## src/rtl/simon_iter_core_pkg.sv

```systemverilog
// Shared constants and word helpers for the iterative SIMON core.
// All helpers work on 64-bit containers and mask down to the live word width nb.
package simon_iter_core_pkg;

    typedef logic [2:0] state_t;

    localparam state_t S_IDLE   = 3'd0;
    localparam state_t S_KEYEXP = 3'd1;
    localparam state_t S_READY  = 3'd2;
    localparam state_t S_RUN    = 3'd3;
    localparam state_t S_DONE   = 3'd4;

    // z[i] lives at bit 61-i, so the literals read left to right as published
    localparam logic [61:0] Z0 = 62'b11111010001001010110000111001101111101000100101011000011100110;
    localparam logic [61:0] Z1 = 62'b10001110111110010011000010110101000111011111001001100001011010;
    localparam logic [61:0] Z2 = 62'b10101111011100000011010010011000101000010001111110010110110011;
    localparam logic [61:0] Z3 = 62'b11011011101011000110010111100000010010001010011100110100001111;
    localparam logic [61:0] Z4 = 62'b11010001111001101011011000100000010111000011001010010011101111;

    function automatic logic [63:0] word_mask(input int nb);
        return (nb >= 64) ? 64'hffff_ffff_ffff_ffff : ((64'd1 << nb) - 64'd1);
    endfunction

    function automatic logic [63:0] rol(input logic [63:0] w, input int n, input int nb);
        return ((w << n) | (w >> (nb - n))) & word_mask(nb);
    endfunction

    function automatic logic [63:0] ror(input logic [63:0] w, input int n, input int nb);
        return ((w >> n) | (w << (nb - n))) & word_mask(nb);
    endfunction

    function automatic logic [63:0] simon_f(input logic [63:0] w, input int nb);
        return (rol(w, 1, nb) & rol(w, 8, nb)) ^ rol(w, 2, nb);
    endfunction

    function automatic logic zbit(input int s, input int i);
        logic [61:0] z;
        case (s)
            0:       z = Z0;
            1:       z = Z1;
            2:       z = Z2;
            3:       z = Z3;
            default: z = Z4;
        endcase
        return z[6'(61 - (i % 62))];
    endfunction

endpackage

```

## src/rtl/simon_iter_core_if.sv

```systemverilog
// Host-side load/read handshake and result bus of the SIMON core.
interface simon_iter_core_if #(
    parameter int N = 16,
    parameter int M = 4
);
    logic                newKEY;
    logic [M-1:0][N-1:0] KEY;
    logic                newDATA;
    logic                decrypt;
    logic [1:0][N-1:0]   inDATA;
    logic [7:0]          infoIN;
    logic                readDATA;
    logic                loadKEY;
    logic                loadDATA;
    logic                doneKEY;
    logic                doneDATA;
    logic [1:0][N-1:0]   outDATA;
    logic [7:0]          infoOUT;
    logic [7:0]          countOUT;

    modport master (
        output newKEY, KEY, newDATA, decrypt, inDATA, infoIN, readDATA,
        input  loadKEY, loadDATA, doneKEY, doneDATA, outDATA, infoOUT, countOUT
    );

    modport slave (
        input  newKEY, KEY, newDATA, decrypt, inDATA, infoIN, readDATA,
        output loadKEY, loadDATA, doneKEY, doneDATA, outDATA, infoOUT, countOUT
    );
endinterface

```

## src/rtl/simon_iter_core_round.sv

```systemverilog
// One combinational SIMON round on (a, b): a' = b ^ f(a) ^ k, b' = a.
// Decryption reuses it by presenting the words swapped.
module simon_iter_core_round
    import simon_iter_core_pkg::*;
#(
    parameter int N = 16
) (
    input  logic [N-1:0] a_i,
    input  logic [N-1:0] b_i,
    input  logic [N-1:0] k_i,
    output logic [N-1:0] a_o,
    output logic [N-1:0] b_o
);
    assign a_o = b_i ^ N'(simon_f(64'(a_i), N)) ^ k_i;
    assign b_o = a_i;
endmodule

```

## src/rtl/simon_iter_core.sv

```systemverilog
// Iterative SIMON engine: expands the round-key schedule once per key, then
// runs one round per clock for a single block in flight.
module simon_iter_core
    import simon_iter_core_pkg::*;
#(
    parameter int N    = 16,
    parameter int M    = 4,
    parameter int T    = 32,
    parameter int ZSEQ = 0
) (
    input logic              clk,
    input logic              nR,
    simon_iter_core_if.slave bus
);
    localparam int IW = $clog2(T);

    state_t              state_q, state_d;
    logic [7:0]          cnt_q, cnt_d;
    logic [N-1:0]        x_q, x_d, y_q, y_d;
    logic [7:0]          info_q, info_d;
    logic                dec_q, dec_d;
    logic                lkey_q, lkey_d, ldat_q, ldat_d;
    logic                dkey_q, dkey_d, ddat_q, ddat_d;
    logic [T-1:0][N-1:0] rk_q;

    logic          key_acc, dat_acc, ke_we;
    logic [IW-1:0] ke_idx, rd_idx;
    logic [N-1:0]  rk_new, a_in, b_in, a_out, b_out;
    logic [63:0]   t_w;
    int            zi;

    assign key_acc = bus.newKEY &&
                     (state_q == S_IDLE || state_q == S_READY || state_q == S_DONE);
    assign dat_acc = bus.newDATA && !bus.newKEY && (state_q == S_READY);
    assign ke_we   = (state_q == S_KEYEXP);
    assign ke_idx  = cnt_q[IW-1:0];

    // Next schedule word rk[idx] from the M words behind it
    always_comb begin
        zi  = (int'(cnt_q) - M) % 62;
        t_w = ror(64'(rk_q[ke_idx - IW'(1)]), 3, N);
        if (M == 4) t_w = t_w ^ 64'(rk_q[ke_idx - IW'(3)]);
        rk_new = N'(~64'(rk_q[ke_idx - IW'(M)]) ^ 64'd3 ^ 64'(zbit(ZSEQ, zi))
                    ^ t_w ^ ror(t_w, 1, N));
    end

    // Seed words load on key accept, the rest are filled one per KEYEXP cycle
    for (genvar g = 0; g < T; g++) begin : g_rk
        if (g < M) begin : g_seed
            always_ff @(posedge clk)
                if (key_acc) rk_q[g] <= bus.KEY[g];
        end else begin : g_exp
            always_ff @(posedge clk)
                if (ke_we && ke_idx == IW'(g)) rk_q[g] <= rk_new;
        end
    end

    assign rd_idx = dec_q ? (IW'(T - 1) - ke_idx) : ke_idx;
    assign a_in   = dec_q ? y_q : x_q;
    assign b_in   = dec_q ? x_q : y_q;

    simon_iter_core_round #(.N(N)) u_round (
        .a_i (a_in),
        .b_i (b_in),
        .k_i (rk_q[rd_idx]),
        .a_o (a_out),
        .b_o (b_out)
    );

    always_comb begin
        state_d = state_q;
        cnt_d   = cnt_q;
        x_d     = x_q;
        y_d     = y_q;
        info_d  = info_q;
        dec_d   = dec_q;
        lkey_d  = 1'b0;
        ldat_d  = 1'b0;
        dkey_d  = dkey_q;
        ddat_d  = ddat_q;
        case (state_q)
            S_IDLE, S_READY, S_DONE: begin
                if (key_acc) begin
                    state_d = S_KEYEXP;
                    cnt_d   = 8'(M);
                    dkey_d  = 1'b0;
                    ddat_d  = 1'b0;
                    lkey_d  = 1'b1;
                end else if (dat_acc) begin
                    state_d = S_RUN;
                    cnt_d   = '0;
                    x_d     = bus.inDATA[1];
                    y_d     = bus.inDATA[0];
                    info_d  = bus.infoIN;
                    dec_d   = bus.decrypt;
                    ldat_d  = 1'b1;
                end else if (state_q == S_DONE && bus.readDATA) begin
                    state_d = S_READY;
                    ddat_d  = 1'b0;
                end
            end
            S_KEYEXP: begin
                cnt_d = cnt_q + 8'd1;
                if (cnt_q == 8'(T - 1)) begin
                    state_d = S_READY;
                    dkey_d  = 1'b1;
                end
            end
            S_RUN: begin
                x_d   = dec_q ? b_out : a_out;
                y_d   = dec_q ? a_out : b_out;
                cnt_d = cnt_q + 8'd1;
                if (cnt_q == 8'(T - 1)) begin
                    state_d = S_DONE;
                    ddat_d  = 1'b1;
                end
            end
            default: state_d = S_IDLE;
        endcase
    end

    always_ff @(posedge clk or negedge nR) begin
        if (!nR) begin
            state_q <= S_IDLE;
            cnt_q   <= '0;
            x_q     <= '0;
            y_q     <= '0;
            info_q  <= '0;
            dec_q   <= 1'b0;
            lkey_q  <= 1'b0;
            ldat_q  <= 1'b0;
            dkey_q  <= 1'b0;
            ddat_q  <= 1'b0;
        end else begin
            state_q <= state_d;
            cnt_q   <= cnt_d;
            x_q     <= x_d;
            y_q     <= y_d;
            info_q  <= info_d;
            dec_q   <= dec_d;
            lkey_q  <= lkey_d;
            ldat_q  <= ldat_d;
            dkey_q  <= dkey_d;
            ddat_q  <= ddat_d;
        end
    end

    assign bus.loadKEY  = lkey_q;
    assign bus.loadDATA = ldat_q;
    assign bus.doneKEY  = dkey_q;
    assign bus.doneDATA = ddat_q;
    assign bus.outDATA  = {x_q, y_q};
    assign bus.infoOUT  = info_q;
    assign bus.countOUT = cnt_q;

endmodule

```

## src/flat_wrapper.sv

```systemverilog
// flat-port wrapper written by rule: the top's interface ports become plain ports
module simon_iter_core_flat import simon_iter_core_pkg::*;
#(
    parameter int N    = 16,
    parameter int M    = 4,
    parameter int T    = 32,
    parameter int ZSEQ = 0
)
  (clk, nR, bus_newKEY, bus_KEY, bus_newDATA, bus_decrypt, bus_inDATA, bus_infoIN, bus_readDATA, bus_loadKEY, bus_loadDATA, bus_doneKEY, bus_doneDATA, bus_outDATA, bus_infoOUT, bus_countOUT);
  simon_iter_core_if #(.N(N), .M(M)) bus_i ();
  input logic clk;
  input logic nR;
  input wire logic [$bits(bus_i.newKEY)-1:0] bus_newKEY;
  input wire logic [$bits(bus_i.KEY)-1:0] bus_KEY;
  input wire logic [$bits(bus_i.newDATA)-1:0] bus_newDATA;
  input wire logic [$bits(bus_i.decrypt)-1:0] bus_decrypt;
  input wire logic [$bits(bus_i.inDATA)-1:0] bus_inDATA;
  input wire logic [$bits(bus_i.infoIN)-1:0] bus_infoIN;
  input wire logic [$bits(bus_i.readDATA)-1:0] bus_readDATA;
  output wire logic [$bits(bus_i.loadKEY)-1:0] bus_loadKEY;
  output wire logic [$bits(bus_i.loadDATA)-1:0] bus_loadDATA;
  output wire logic [$bits(bus_i.doneKEY)-1:0] bus_doneKEY;
  output wire logic [$bits(bus_i.doneDATA)-1:0] bus_doneDATA;
  output wire logic [$bits(bus_i.outDATA)-1:0] bus_outDATA;
  output wire logic [$bits(bus_i.infoOUT)-1:0] bus_infoOUT;
  output wire logic [$bits(bus_i.countOUT)-1:0] bus_countOUT;
  assign bus_i.newKEY = bus_newKEY;
  assign bus_i.KEY = bus_KEY;
  assign bus_i.newDATA = bus_newDATA;
  assign bus_i.decrypt = bus_decrypt;
  assign bus_i.inDATA = bus_inDATA;
  assign bus_i.infoIN = bus_infoIN;
  assign bus_i.readDATA = bus_readDATA;
  assign bus_loadKEY = bus_i.loadKEY;
  assign bus_loadDATA = bus_i.loadDATA;
  assign bus_doneKEY = bus_i.doneKEY;
  assign bus_doneDATA = bus_i.doneDATA;
  assign bus_outDATA = bus_i.outDATA;
  assign bus_infoOUT = bus_i.infoOUT;
  assign bus_countOUT = bus_i.countOUT;
  simon_iter_core #(.N(N), .M(M), .T(T), .ZSEQ(ZSEQ)) u_core (.clk(clk), .nR(nR), .bus(bus_i));
endmodule
```

## config.mk

```make
export PLATFORM = sky130hd
export DESIGN_NAME = simon_iter_core_flat
export DESIGN_NICKNAME = d
export VERILOG_FILES = /design/src/rtl/simon_iter_core_pkg.sv /design/src/rtl/simon_iter_core_if.sv /design/src/rtl/simon_iter_core_round.sv /design/src/rtl/simon_iter_core.sv /design/src/flat_wrapper.sv
export SDC_FILE = /design/constraint.sdc
export NUM_CORES = 1
export LEC_CHECK = 0
export ABC_CLOCK_PERIOD_IN_PS = 23400
export CAP_MARGIN = 10
export CORE_ASPECT_RATIO = 1.1
export CORE_MARGIN = 1.5
export CORE_UTILIZATION = 30
export CTS_CLUSTER_SIZE = 10
export DETAILED_ROUTE_END_ITERATION = 12
export GPL_ROUTABILITY_DRIVEN = 0
export PLACE_DENSITY = 0.51
export REMOVE_ABC_BUFFERS = 1
export SKIP_CTS_REPAIR_TIMING = 1
export SYNTH_ARGS = -nofsm -noshare
export SYNTH_HDL_FRONTEND = slang
export SYNTH_SLANG_ARGS = --single-unit
```

## constraint.sdc

```tcl
create_clock -name clk -period 23.4 [get_ports clk]
set_input_delay 4.68 -clock clk [delete_from_list [all_inputs] [get_ports clk]]
set_output_delay 4.68 -clock clk [all_outputs]
set_load 0.005 [all_outputs]
```

# Yosys cells after proc, flatten, opt, wreduce, memory -nomap -nowiden
# Memory sizes are Yosys's and may differ from the RTL's.
# Cells that the tools add are included.
[word_totals] register_bits=568 rom_bits=64 output_inout_bits=52 mem_count=1
[op_classes] n_addsub=7 div_mod_pow=2 magnitude_cmp=5 eq_ne=42 mux=42 n_bitwise=16 reduce_logical=47
[mem_list] name="(name not given)" depth=64 word_bits=1 rd=1 rd_clocked_by_memory_dff=0 wr=0 line_no="simon_iter_core_pkg.sv:45" text="return z[6'(61 - (i % 62))];"
[op_table] op="$bmux 16 s5" n=4
[op_table] op="$mux 16" n=12
[op_table] op="$xor 16x16->16" n=6
[op_table] op="$eq 5x5->1 const B" n=16
[op_table] op="$mod 32x7->32 const B" n=2
[op_table] op="$pmux 16 s2" n=2
[op_table] op="$eq 5x4->1 const B" n=8
[op_table] op="$logic_and 1x1->1" n=32
[op_table] op="$lt 5x6->1 const B" n=4
[op_table] op="$eq 5x3->1 const B" n=4
[op_table] op="$and 16x16->16" n=1
[op_table] op="$mux 8" n=2
[op_table] op="$not 16->16" n=1
[op_table] op="$or 13x16->16" n=1
[op_table] op="$or 15x16->16" n=1
[op_table] op="$or 16x1->16" n=1
[op_table] op="$or 16x2->16" n=1
[op_table] op="$or 16x8->16" n=1
[op_table] op="$pmux 8 s2" n=1
[op_table] op="$xor 16x1->16" n=1
[op_table] op="$mux 3" n=5
[op_table] op="$mux 1" n=12
[op_table] op="$reduce_and 3->1" n=4
[op_table] op="$pmux 3 s3" n=1
[op_table] op="29 further kinds" n=38

# Longest topological paths before layout
[logic_depth] word_depth=10 depth_mapped=43 depth_no_buf=39

# Hierarchy
# From an unflattened synthesis, not the netlist that was laid out.
[unflattened] hier_cells=2552 hier_area_um2=39203.8
[by_module_without_submodules] mod="simon_iter_core" instances=1 cells_each=2488 area_each_um2=38523.2 seq_area_each_um2=16776.1
[by_module_without_submodules] mod="simon_iter_core_round" instances=1 cells_each=64 area_each_um2=680.7 seq_area_each_um2=0.0

# Worst setup path after synthesis
# OpenSTA, ideal clock, no wires.
[synth_path] path_type="flip-flop to flip-flop" from="register u_core.cnt_q[0], in the netlist u_core.bus.countOUT[0]" to="register u_core.rk_q[112] (netlist bit), data pin" setup_ns=0.365 arrival_ns=9.899 t_required_ns=23.035 setup_slack_ns=13.136 path_stages_with_launch=41 n_path_buf=3 path_cell_list="dfrtp_1 -> clkbuf_1 -> clkbuf_1 -> buf_1 -> inv_1 -> ha_1 -> or4_4 -> nand2_4 -> inv_2 -> ha_1 -> o211ai_1 -> nor2_1 -> a211oi_2 -> or4_4 -> a21oi_2 -> a21oi_2 -> xnor2_1 -> ha_1 -> [... 5 more ...] -> o221ai_2 -> and4_1 -> nand2_1 -> o211a_1 -> inv_1 -> ha_1 -> nand3b_1 -> o22ai_1 -> or2_1 -> xnor2_1 -> ha_1 -> inv_1 -> xnor3_2 -> mux2i_1 -> a21bo_2 -> mux2i_1 -> mux2i_1 -> xnor2_1"
[synth_via] elab_chain_cells=10 elab_cells_between_ends=24
[synth_lines] item="from (decl)" line_no="simon_iter_core.sv:18" text="logic [7:0] cnt_q, cnt_d;"
[synth_lines] item="from (signal assigned)" line_no="simon_iter_core.sv:136" text="cnt_q <= cnt_d;"
[synth_lines] item="$sub 8x3->9" line_no="simon_iter_core.sv:40" text="zi = (int'(cnt_q) - M) % 62;"
[synth_lines] item="$mod 32x7->32" line_no="simon_iter_core.sv:40"
[synth_lines] item="$mod 32x7->32" line_no="simon_iter_core_pkg.sv:45"
[synth_lines] item="$sub 3x6->6" line_no="simon_iter_core_pkg.sv:45"
[synth_lines] item="$mem_v2 64x1"
[synth_lines] item="$mux 1 (not written as such) (2 in a row)" line_no="simon_iter_core_pkg.sv:45"
[synth_lines] item="$xor 16x1->16" line_no="simon_iter_core.sv:43" text="rk_new = N'(~64'(rk_q[ke_idx - IW'(M)]) ^ 64'd3 ^ 64'(zbit(ZSEQ, zi))"
[synth_lines] item="$xor 16x16->16" line_no="simon_iter_core.sv:44" text="^ t_w ^ ror(t_w, 1, N));"
[synth_lines] item="$xor 16x16->16 (*)" line_no="simon_iter_core.sv:44"
[synth_lines] item="net u_core.rk_new[0]" line_no="simon_iter_core.sv:28" text="logic [N-1:0] rk_new, a_in, b_in, a_out, b_out;"
[synth_lines] item="to (signal, indexed assignment)" line_no="simon_iter_core.sv:54" text="if (ke_we && ke_idx == IW'(g)) rk_q[g] <= rk_new;"
[synth_lines] item="to (decl)" line_no="simon_iter_core.sv:24" text="logic [T-1:0][N-1:0] rk_q;"
# The timed path passes the listed nets; every way through them passes the cells marked *. The select of a mux whose other input is x is not followed.
# A chain may end at the register's enable or synchronous reset.

# Worst setup path after layout
[layout_path] from="register u_core.cnt_q[2], in the netlist u_core.bus.countOUT[2]" to="register u_core.rk_q[192] (netlist bit), data pin"
# Same word-level chain as after synthesis.

==> impl_metrics.yaml <==
status:
  outcome: "finished, final reports clean"
clock_network:
  cts_inserted_buffers: 71
  root_buffer: "clkbuf_16"
  cts_tree: "yes"
  clkLatencyLatePin_ns: 0.68
  numClockSinks: 568
  h-tree-depth: 3
  path_clk_slew_ns: 0.05
  clockBufferDepth: 3
routing:
  ant_nets: 0
  drt-vias-per-instance: 6.143
  drt_iter0_drc: 2945
  vias: 26660
  wl_per_cell_um: 29.61
  routed_wl_um: 128500
  drt-pass1-iter-count: 7
  drcViolationCount: 0
sta:
  fmax_mhz: 92.10
  tns_ns: 0
  hold_viol: 0
  period_needed_ns: 10.86
  grt_setup_unrepaired: "false"
  finalMaxSlewViolations: 0
  worst_pin_slew_ns: 1.137
  maxSlewHeadroom_pct: 23.68
  finalSetupViolCount: 0
  clock-skew-final_ns: 0.04715
  post-route-period-util_pct: 46.40
critical_path:
  r2r_end: "u_core.rk_q[192]$_DFFE_PP_"
  reg2reg_depth: 39
  critical_path_class: "register to register"
  max_stage_delay_ns: 0.67
  crit_path_end_kind: "register"
  cp.required_ns: 23.84
  cp_common_cell: "ha_1"
  r2r-start: "u_core.bus.countOUT[2]$_DFFE_PN0P_"
  crit_path_max_fanout: 28
  start_kind: "register"
  rrSetupSlack_ns: 12.54
  cpMaxStageDelayCell: "dfrtp_4"
  cp.arrival_ns: 11.30
synthesis:
  ys_async_sr_fraction_pct: 9.859
  synth.ff_latch_count: 568
  seq_area_frac_synth_pct: 43.59
  synthTopCellsByArea: "edfxtp_1 (40%), mux4_2 (33%), dfrtp_1 (3.6%), mux2i_1 (3.2%), xnor2_1 (2.8%)"
  synth_top_area_share_pct: 39.95
  avgSynthCellArea_um2: 15.03
  synth_ff_type: "edfxtp_1"
  yosysTopAreaCell: "edfxtp_1"
  synth-warning-count: 0
  synthCells: 2560
  yosysUniqueCellTypes: 92
  synth_edf_count: 512
  synth_area_mm2: 0.03848
die:
  ios: 162
  fp.dieH_um: 378.6
  core_mm2: 0.1270
  initial_utilization_pct: 30.30
  die_area_mm2: 0.1304
  die_w_um: 344.5
  rows: 137
global_routing:
  grt_pass1_wl_um: 186300
  track_usage_pct: 19.57
  antenna_found_initial: 2
  grt-ovfl-total: 0
  grt_pass1_vias: 26740
  grt_max_degree: 118
finish:
  fillers: 11940
  stdcell_count: 4340
  drive_gt1_share_pct: 30.88
  antennaDiodeCount: 0
  nets: 2771
  area_growth_pct: 15.03
hold_path:
  hold_path.class: "register to register"
  hold_path.startpoint: "u_core.bus.infoOUT[7]$_DFFE_PN0P_"
  holdPathStages: 1
  holdPathEnd: "u_core.bus.infoOUT[7]$_DFFE_PN0P_"
placement:
  port_buffers: 161
  hpwlAfterDp_um: 77930
  dpl.cell_count: 4231
job:
  maxCapViolations: 0
[through the flow]
stage	hold slack, ns	area [µm²]	worst slack, ns	utilization [%]
after global routing	0.5200	44270	11.83	34.85
after global placement	0.4897	42120	13.18	33.16
after CTS	0.5074	44240	12.72	34.83
final	0.5043	44270	12.54	34.85
after floorplan	0.4979	37660	-22.26	-
after detailed placement	0.4952	42120	12.78	33.16
[cells by family (layout without fill, tap and decap cells)]
group | after synthesis | count (layout) | synth area share, %
simple gates | 444 | 444 | 5.670
buf+inv | 235 | 347 | 2.325
xor+xnor | 136 | 136 | 3.222
mux | 713 | 713 | 36.89
compound gates | 440 | 440 | 7.520
fa+ha+maj | 24 | 24 | 0.7803
flops | 568 | 568 | 43.59
[cells in the final DEF (no fill, tap or decap), drive strengths merged, types with 45 or more instances in the layout]
cell type      instances
a21oi                125
mux4                 561
edfxtp               512
nand2                142
clkbuf                87
xnor2                124
buf                   61
a211oi                45
nor2                  96
mux2i                122
dfrtp                 56
o21ai                114
clkdlybuf4s50        160
[how the worst max path moves through the flow]
stage                                        from                          to  depth (start not counted)
2_1_floorplan  u_core.bus.countOUT[0]$_DFFE_PN0P_  u_core.y_q[14]$_DFFE_PN0P_                          9
3_3_place_gp   u_core.bus.countOUT[1]$_DFFE_PN0P_  u_core.rk_q[320]$_DFFE_PP_                         38
3_5_place_dp   u_core.bus.countOUT[1]$_DFFE_PN0P_  u_core.rk_q[496]$_DFFE_PP_                         38
4_1_cts        u_core.bus.countOUT[1]$_DFFE_PN0P_  u_core.rk_q[192]$_DFFE_PP_                         38
5_1_grt        u_core.bus.countOUT[1]$_DFFE_PN0P_  u_core.rk_q[192]$_DFFE_PP_                         38
6_report       u_core.bus.countOUT[2]$_DFFE_PN0P_  u_core.rk_q[192]$_DFFE_PP_                         39
[registers in the layout, indices dropped and copies added, names as in the netlist, 3 cells and up]
register,flops
u_core.rk_q,512
u_core.x_q,16
u_core.y_q,16
u_core.bus.countOUT,8
u_core.bus.infoOUT,8
u_core.state_q,3
[final cells by class]
type,count,area [µm²],share of cell area (%)
clock inverter,21,250.2,0.5653
clock buffer,87,1868,4.220
sequential,568,16790,37.93
timing repair buffer,221,2132,4.816
multi-input combinational,1757,21070,47.60
tap,1668,2087,4.715
inverter,18,68.82,0.1555
[worst max-delay path, delay by kind of cell, from the launching register on]
family          cells  cell delay [ns]
flops               1             0.67
xor+xnor            4             0.94
buf+inv             5             0.92
mux                 3             0.61
compound gates     11             3.10
fa+ha+maj           5             1.44
simple gates       11             2.91
[Yosys cell counts (4+ instances only)]
master     instances
a211o_1            4
a31oi_1           19
mux2i_1          122
clkbuf_1         149
nand4_1            9
a311oi_1          16
mux2_2            29
nor2_1            94
xnor2_1          123
o31ai_1            6
edfxtp_1         512
and3_1            27
nor4_1             5
inv_1             16
buf_2             10
nand2_1          141
o211a_1            5
a21oi_1          123
a22oi_1           16
xor2_1             9
o2111ai_1          5
o22ai_1            5
a22o_1             4
o21a_1             7
a21o_1             6
o21bai_1           5
ha_1              24
o211ai_1          13
o21ai_0          105
buf_1             58
or3_1              4
a221oi_1          16
mux4_2           561
dfrtp_1           56
and2_1            44
o21ai_1            8
nor2b_1           21
nor3_1            30
a211oi_1          41
nand3_1           31
nor3b_1            5
[metal layers]
layer  global-route usage, %  share of wire, %  vias to the layer above
met5                       0            0.0086                        -
met4                   9.111               4.7                        2
met3                   3.345               7.9                      301
met2                   32.06                48                     1544
met1                   25.20                39                    13930
li1                        -                 -                    10890
Power is left out: the tool's default activity adds up to more than one toggle a clock period on the data nets, which glitch-free logic cannot reach.
